### config.mk
export PLATFORM = sky130hd
export DESIGN_NAME = csr_trap_seq
export DESIGN_NICKNAME = d
export VERILOG_FILES = /design/src/rtl/csr_trap_seq.sv
export SDC_FILE = /design/constraint.sdc
export NUM_CORES = 1
export LEC_CHECK = 0
export ABC_AREA = 1
export BUFFER_PORTS_ARGS = -buffer_cell sky130_fd_sc_hd__buf_2
export CAP_MARGIN = 25
export CORE_ASPECT_RATIO = 0.8
export CORE_MARGIN = 3
export CORE_UTILIZATION = 45
export DETAILED_ROUTE_END_ITERATION = 7
export PLACE_DENSITY = 0.79
export SETUP_SLACK_MARGIN = 0.5
export SLEW_MARGIN = 0
export SYNTH_ARGS = -nofsm -noshare
export SYNTH_HDL_FRONTEND = slang
export SYNTH_SLANG_ARGS = --single-unit
### constraint.sdc
create_clock -name clk -period 3.26 [get_ports clk]
set_input_delay 0.326 -clock clk [delete_from_list [all_inputs] [get_ports clk]]
set_output_delay 0.326 -clock clk [all_outputs]
set_load 0.03 [all_outputs]
### src/rtl/csr_trap_seq.sv
`default_nettype none
// ============================================================================
// Module   : csr_trap_seq
// Purpose  : Initiator for the machine-mode CSR file. Executes CSRRW/RS/RC and
//            sequences ECALL/EBREAK trap entry and MRET return as a series of
//            single-port CSR accesses, returning old values and PC redirects.
// Revision : 1.0  initial release
// ============================================================================
module csr_trap_seq (
  input  logic        clk,
  input  logic        rst,
  input  logic        req_valid,
  output logic        req_ready,
  input  logic [2:0]  op,
  input  logic [11:0] csr_addr,
  input  logic [31:0] src,
  input  logic [31:0] pc,
  output logic [11:0] csr_addr_r,
  input  logic [31:0] csr_rdata,
  output logic        csr_we,
  output logic [11:0] csr_addr_w,
  output logic [31:0] csr_wdata,
  output logic        rd_valid,
  output logic [31:0] rd_data,
  output logic        redirect_valid,
  output logic [31:0] redirect_pc,
  output logic        illegal,
  output logic        busy
);

  localparam logic [2:0]  c_OP_CSRRW  = 3'd1;
  localparam logic [2:0]  c_OP_CSRRS  = 3'd2;
  localparam logic [2:0]  c_OP_CSRRC  = 3'd3;
  localparam logic [2:0]  c_OP_ECALL  = 3'd4;
  localparam logic [2:0]  c_OP_EBREAK = 3'd5;
  localparam logic [2:0]  c_OP_MRET   = 3'd6;

  localparam logic [11:0] c_MSTATUS   = 12'h300;
  localparam logic [11:0] c_MTVEC     = 12'h305;
  localparam logic [11:0] c_MEPC      = 12'h341;
  localparam logic [11:0] c_MCAUSE    = 12'h342;
  localparam logic [11:0] c_CSR_LO    = 12'h300;
  localparam logic [11:0] c_CSR_HI    = 12'h350;

  localparam logic [31:0] c_CAUSE_ECALL  = 32'd11;
  localparam logic [31:0] c_CAUSE_EBREAK = 32'd3;

  typedef enum logic [2:0] {
    S_IDLE     = 3'd0,
    S_CSR_WR   = 3'd1,
    S_T_EPC    = 3'd2,
    S_T_CAUSE  = 3'd3,
    S_T_STATUS = 3'd4,
    S_T_VEC    = 3'd5,
    S_R_STATUS = 3'd6,
    S_R_PC     = 3'd7
  } state_t;

  state_t      state_q, state_d;
  logic [2:0]  op_q, op_d;
  logic [11:0] addr_q, addr_d;
  logic [31:0] src_q, src_d;
  logic [31:0] pc_q, pc_d;
  logic [31:0] old_q, old_d;
  logic        rd_valid_q, rd_valid_d;
  logic [31:0] rd_data_q, rd_data_d;
  logic        illegal_q, illegal_d;

  logic        w_in_range;
  logic [31:0] w_new_val;
  logic [31:0] w_status_trap;
  logic [31:0] w_status_ret;

  assign w_in_range = (csr_addr >= c_CSR_LO) && (csr_addr <= c_CSR_HI);

  // Trap entry: MPIE <- MIE, MIE <- 0, MPP <- M. Return: MIE <- MPIE, MPIE <- 1, MPP <- M.
  assign w_status_trap = {csr_rdata[31:13], 2'b11, csr_rdata[10:8], csr_rdata[3],
                          csr_rdata[6:4], 1'b0, csr_rdata[2:0]};
  assign w_status_ret  = {csr_rdata[31:13], 2'b11, csr_rdata[10:8], 1'b1,
                          csr_rdata[6:4], csr_rdata[7], csr_rdata[2:0]};

  // Read-modify-write result for the latched CSR instruction.
  always_comb begin
    w_new_val = src_q;
    unique case (op_q)
      c_OP_CSRRS: w_new_val = old_q | src_q;
      c_OP_CSRRC: w_new_val = old_q & ~src_q;
      default:    w_new_val = src_q;
    endcase
  end

  assign rd_valid = rd_valid_q;
  assign rd_data  = rd_data_q;
  assign illegal  = illegal_q;

  // Next-state logic and state-decoded CSR port / redirect outputs.
  always_comb begin
    state_d        = state_q;
    op_d           = op_q;
    addr_d         = addr_q;
    src_d          = src_q;
    pc_d           = pc_q;
    old_d          = old_q;
    rd_valid_d     = 1'b0;
    rd_data_d      = rd_data_q;
    illegal_d      = 1'b0;
    req_ready      = (state_q == S_IDLE);
    busy           = (state_q != S_IDLE);
    csr_addr_r     = csr_addr;
    csr_we         = 1'b0;
    csr_addr_w     = 12'h000;
    csr_wdata      = 32'h0;
    redirect_valid = 1'b0;
    redirect_pc    = 32'h0;

    unique case (state_q)
      S_IDLE: begin
        if (req_valid) begin
          op_d   = op;
          addr_d = csr_addr;
          src_d  = src;
          pc_d   = pc;
          old_d  = csr_rdata;
          unique case (op)
            c_OP_CSRRW, c_OP_CSRRS, c_OP_CSRRC: begin
              rd_valid_d = 1'b1;
              if (w_in_range) begin
                rd_data_d = csr_rdata;
                state_d   = S_CSR_WR;
              end else begin
                rd_data_d = 32'h0;
                illegal_d = 1'b1;
              end
            end
            c_OP_ECALL, c_OP_EBREAK: state_d = S_T_EPC;
            c_OP_MRET:               state_d = S_R_STATUS;
            default:                 state_d = S_IDLE;
          endcase
        end
      end
      S_CSR_WR: begin
        csr_addr_r = addr_q;
        csr_addr_w = addr_q;
        csr_wdata  = w_new_val;
        // Set/clear with a zero mask must not touch the CSR.
        csr_we     = (op_q == c_OP_CSRRW) || (src_q != 32'h0);
        state_d    = S_IDLE;
      end
      S_T_EPC: begin
        csr_addr_r = c_MEPC;
        csr_we     = 1'b1;
        csr_addr_w = c_MEPC;
        csr_wdata  = pc_q;
        state_d    = S_T_CAUSE;
      end
      S_T_CAUSE: begin
        csr_addr_r = c_MCAUSE;
        csr_we     = 1'b1;
        csr_addr_w = c_MCAUSE;
        csr_wdata  = (op_q == c_OP_ECALL) ? c_CAUSE_ECALL : c_CAUSE_EBREAK;
        state_d    = S_T_STATUS;
      end
      S_T_STATUS: begin
        csr_addr_r = c_MSTATUS;
        csr_we     = 1'b1;
        csr_addr_w = c_MSTATUS;
        csr_wdata  = w_status_trap;
        state_d    = S_T_VEC;
      end
      S_T_VEC: begin
        csr_addr_r     = c_MTVEC;
        redirect_valid = 1'b1;
        redirect_pc    = {csr_rdata[31:2], 2'b00};
        state_d        = S_IDLE;
      end
      S_R_STATUS: begin
        csr_addr_r = c_MSTATUS;
        csr_we     = 1'b1;
        csr_addr_w = c_MSTATUS;
        csr_wdata  = w_status_ret;
        state_d    = S_R_PC;
      end
      S_R_PC: begin
        csr_addr_r     = c_MEPC;
        redirect_valid = 1'b1;
        redirect_pc    = {csr_rdata[31:2], 2'b00};
        state_d        = S_IDLE;
      end
      default: state_d = S_IDLE;
    endcase
  end

  // State and latched-request registers; reset abandons any sequence in flight.
  always_ff @(posedge clk or negedge rst) begin
    if (!rst) begin
      state_q    <= S_IDLE;
      op_q       <= 3'd0;
      addr_q     <= 12'h000;
      src_q      <= 32'h0;
      pc_q       <= 32'h0;
      old_q      <= 32'h0;
      rd_valid_q <= 1'b0;
      rd_data_q  <= 32'h0;
      illegal_q  <= 1'b0;
    end else begin
      state_q    <= state_d;
      op_q       <= op_d;
      addr_q     <= addr_d;
      src_q      <= src_d;
      pc_q       <= pc_d;
      old_q      <= old_d;
      rd_valid_q <= rd_valid_d;
      rd_data_q  <= rd_data_d;
      illegal_q  <= illegal_d;
    end
  end

endmodule
`default_nettype wire

# == Yosys cells after proc, flatten, opt, wreduce, memory -nomap -nowiden ==
# Index checks and enable logic that the tools add are counted.
# op_classes
shifts,0
order_cmp,2
n_div,0
mul,0
n_mux,20
addsub,0
n_bitwise,3
reduce_logical,15
n_eq_ne,19
# op_table
cell,count
$pmux 32 s5,1
$mux 32,2
$pmux 32 s2,1
$pmux 12 s5,1
$pmux 12 s4,1
$and 32x32->32,1
$not 32->32,1
$or 32x32->32,1
$reduce_bool 32->1,1
$eq 3x3->1 const B,8
$eq 3x2->1 const B,6
$pmux 3 s6,1
$ge 12x10->1 const B,1
$le 12x10->1 const B,1
$eq 3x1->1 const B,3
$pmux 3 s3,1
$mux 1,8
$reduce_or 2->1,4
$mux 3,2
$reduce_or 3->1,2
$mux 4,1
$reduce_and 2->1,2
$reduce_or 4->1,1
$logic_not 3->1,1
other kinds (7),7
# totals
latchBits,0
n_memories,0
mem_bits_rw,0
inputBits,114
rom_bits,0
register_bits,148

# == Logic depth before layout (Yosys ltp) ==
# depth
ltp_word,6
depth_mapped,9

# == Least setup slack after synthesis ==
# OpenSTA, ideal clock, no wires.
# synth_path
path_kind,register -> output
from,reg state_q[2]
to,out csr_addr_r[1]
required_ns,2.934
path_buffers,1
arrival_time_ns,1.945
stages_incl_launch_ff,7
path_slack_ns,0.989
cell_sequence,dfrtp_1 > nor2_1 > inv_2 > nor2_8 > inv_1 > clkbuf_1 > o21ai_0
# synth_via
elab_chain_len,3
elab_cells_between_ends,10
classes_between,eq/ne (7); mux (1); reduce/logical (2)
# synth_lines
item,line,source
start: declaration,59,"state_t state_q, state_d;"
start signal: assignment,206,state_q <= state_d;
$eq 3x3->1 / $eq 3x2->1 (equally long branches),116,unique case (state_q)
$reduce_or 2->1 (no line),n/a,
$pmux 12 s5 (*),116,
end: declaration,18,"output logic [11:0] csr_addr_r,"
# Mark *: on every way between the ends. The rest lies on a longest branch, timed or not.

# == Final worst setup path ==
# layout_path
from,reg state_q[2]
to,out csr_wdata[25]
# layout_via
elab_chain_len,2
elab_cells_between_ends,6
classes_between,eq/ne (5); mux (1)
# layout_lines
item,line,source
"$eq 3x3->1, or another cell as far along",116,
$pmux 32 s5 (*),116,
end: declaration,22,"output logic [31:0] csr_wdata,"
# Marks and branches as above.

==> results.py <==
metrics = {
    "floorplan": {
        "die_x_um": 148,
        "initial_utilization": 0.473,
        "rows": 40,
        "die_h_um": 120,
        "ios": 240,
        "fp.coreArea_mm2": 0.0154,
        "dieArea_mm2": 0.0178,
    },
    "setup_path": {
        "timing.rr.end": "rd_data[25]",
        "rrSetupSlack_ns": 1.09,
        "r2r_cells": 8,
        "crit_type": "reg -> out",
        "cp_max_fo": 17,
        "critical_path_arrival_ns": 2.26,
        "cp-start-kind": "flop",
        "crit_end": "csr_wdata[25]",
        "r2r-start": "state_q[2]",
        "crit_path_end_kind": "output port",
        "critPathLaunch": "state_q[2]",
        "required_ns": 2.93,
    },
    "global_route": {
        "antenna_found_initial": 5,
        "grt_pass1_vias": 6839,
        "grt_usage": 0.268,
        "grt_pass1_wl_mm": 37.0,
        "grt_max_degree": 67,
        "overflow": 0,
    },
    "sta": {
        "hold_viol_final": 0,
        "slew_headroom": 0.580,
        "fmaxAchievable_ghz": 0.387,
        "slew_viol_final": 0,
        "tightest_slew_ns": 0.629,
        "rsz0062_at_grt": "no",
        "post-route-period-util": 0.792,
        "clock_skew_ns": 0.00761,
        "fin_setup_tns_ns": 0,
        "setup_viol": 0,
        "setup_slack_ns": 0.678,
        "finalCriticalPeriod_ns": 2.58,
    },
    "drt": {
        "ant_nets": 0,
        "finalWirelength_mm": 23.9,
        "num_vias": 7217,
        "routed_via_density": 5.22,
        "wl_per_cell_um": 17.3,
        "first_pass_iters": 5,
        "drc": 0,
        "drtIter0Drc": 678,
    },
    "logic_synthesis": {
        "synth-main-ff-cell": "dfrtp_1",
        "yosysUniqueCellTypes": 26,
        "synth_top_area_cell": "dfrtp_1",
        "yosys_warnings": 0,
        "async_flop_share": 1.00,
        "synth_area_mm2": 0.00729,
        "synth_top_area_share": 0.508,
        "ys_ff_latch": 148,
        "synth_commonest_cells": "nand2_1 (317), dfrtp_1 (148), inv_1 (97)",
        "synth_edf_count": 0,
        "yosysSeqAreaShare": 0.508,
        "synth_area_leaders": "dfrtp_1 (51%), nand2_1 (16%), o21ai_0 (6.2%), inv_1 (5.0%), o211ai_1 (3.2%)",
        "synth_most_common_cell": "nand2_1",
        "avgSynthCellArea_um2": 7.77,
        "synthCells": 939,
    },
    "clock_network": {
        "clk_pin_slew_ns": 0.06,
        "cts_max_path_buffers": 2,
        "clk_latency_ns": 0.42,
        "cts_tree": "yes",
        "cts_sinks": 148,
        "cts_htree_levels": 4,
        "root_buffer": "clkbuf_16",
        "cts_buffers": 17,
    },
    "cells_and_area": {
        "syn_to_final_growth_pct": 27.2,
        "fin_util": 0.602,
        "fillCellCount": 1407,
        "drive_gt1_frac": 0.256,
        "layout.area.seq_mm2": 0.00370,
        "fin_nets": 1271,
        "multiInputGateArea_mm2": 0.00292,
    },
    "run": {
        "cap_violations": 0,
    },
    "power": {
        "power.leakage_nw": 5.12,
        "power_density_mw_per_mm2": 1040,
        "power_mw": 9.60,
        "ir_worst_vdd_uv": 504,
    },
    "min_path": {
        "whs_path_depth": 3,
        "hold_path.class": "in -> reg",
    },
    "placed_design": {
        "dp_hpwl_mm": 17.7,
        "pre_cts_slack_ns": 0.988,
        "io_buffers": 237,
        "gp_congestion": 0.951,
    },
    "run_status": {
        "run_status": "completed",
    },
}
-- flip-flops by register name (all words and copies together), names as in the netlist --
signal,flops
state_q,3
addr_q,12
pc_q,32
rd_data,32
src_q,32
op_q,3
rd_valid,1
illegal,1
old_q,32
-- cell families (layout without fill, tap and decap cells) --
group	after synthesis	after routing	share of synthesized area
compound gates	201	201	0.160
buf+inv	161	391	0.0949
flops	148	148	0.508
other cells	1	4	0.000514
simple gates	428	428	0.237
-- placed cells by master (no fill, tap or decap), types with 7 or more instances in the layout --
master     count
a21oi_1       12
a22oi_1       28
buf_2        236
buf_4         16
clkbuf_16     17
dfrtp_1      148
inv_1         97
nand2_1      316
nand3_1       39
nand4_1        9
nor2_1        53
o211ai_1      31
o21ai_0       91
o21ai_1       30
o22ai_1        7
-- worst min path at each step --
stage / startpoint / to / slack (ns)
3_5_place_dp: rst / pc_q[4] / 0.32
6_report: pc[6] / pc_q[6] / 0.1
5_1_grt: pc[18] / pc_q[18] / 0.09
4_1_cts: pc[15] / pc_q[15] / 0.09
3_3_place_gp: rst / src_q[7] / 0.32
2_1_floorplan: rst / addr_q[0] / 0.03
-- stage by stage --
step | hold WS, ns | area, µm² | cells
final | 0.0986 | 9280 | 1382
after global routing | 0.0946 | 9270 | 1381
after CTS | 0.0900 | 9250 | 1378
after detailed placement | 0.323 | 8630 | 1345
after global placement | 0.322 | 8600 | 1344
after floorplan | 0.0304 | 7300 | 940
-- final cells by class --
| cell class | instances | share of cell area |
|---|---|---|
| Sequential cell | 148 | 0.399 |
| Multi-Input combinational cell | 631 | 0.315 |
| Timing Repair Buffer | 257 | 0.150 |
| Clock buffer | 19 | 0.0488 |
| Inverter | 102 | 0.0417 |
| Tap cell | 210 | 0.0283 |
| Clock inverter | 13 | 0.0170 |
| Antenna cell | 2 | 0.000540 |
-- report_power, final --
| group | internal, mW | leakage (nW) | switching [mW] |
|---|---|---|---|
| clock | 1.24 | 0.291 | 0.778 |
| combinational | 1.28 | 2.95 | 3.38 |
| sequential | 2.55 | 1.88 | 0.380 |
-- layer usage --
layer	up-vias	track usage	wire, µm
li1	3448	-	-
met1	3407	0.399	11200
met2	315	0.385	10300
met3	41	0.0585	1840
met4	6	0.0975	510
met5	-	0	39
-- critical path: stages, from the launching register on --
cell and delay [ns]:
dfrtp_1 0.47, inv_1 0.16, nor2_4 0.42, buf_4 0.35
a22oi_1 0.14, nand2_1 0.09, buf_2 0.19
-- repair_timing --
item	4_1_cts	5_1_grt
setup buffers	0	2
hold endpoints to repair	53	0
hold buffers	1	0
endpoints found under the setup margin	0	43
gates resized for setup	0	2
(Power assumes the default switching activity.)
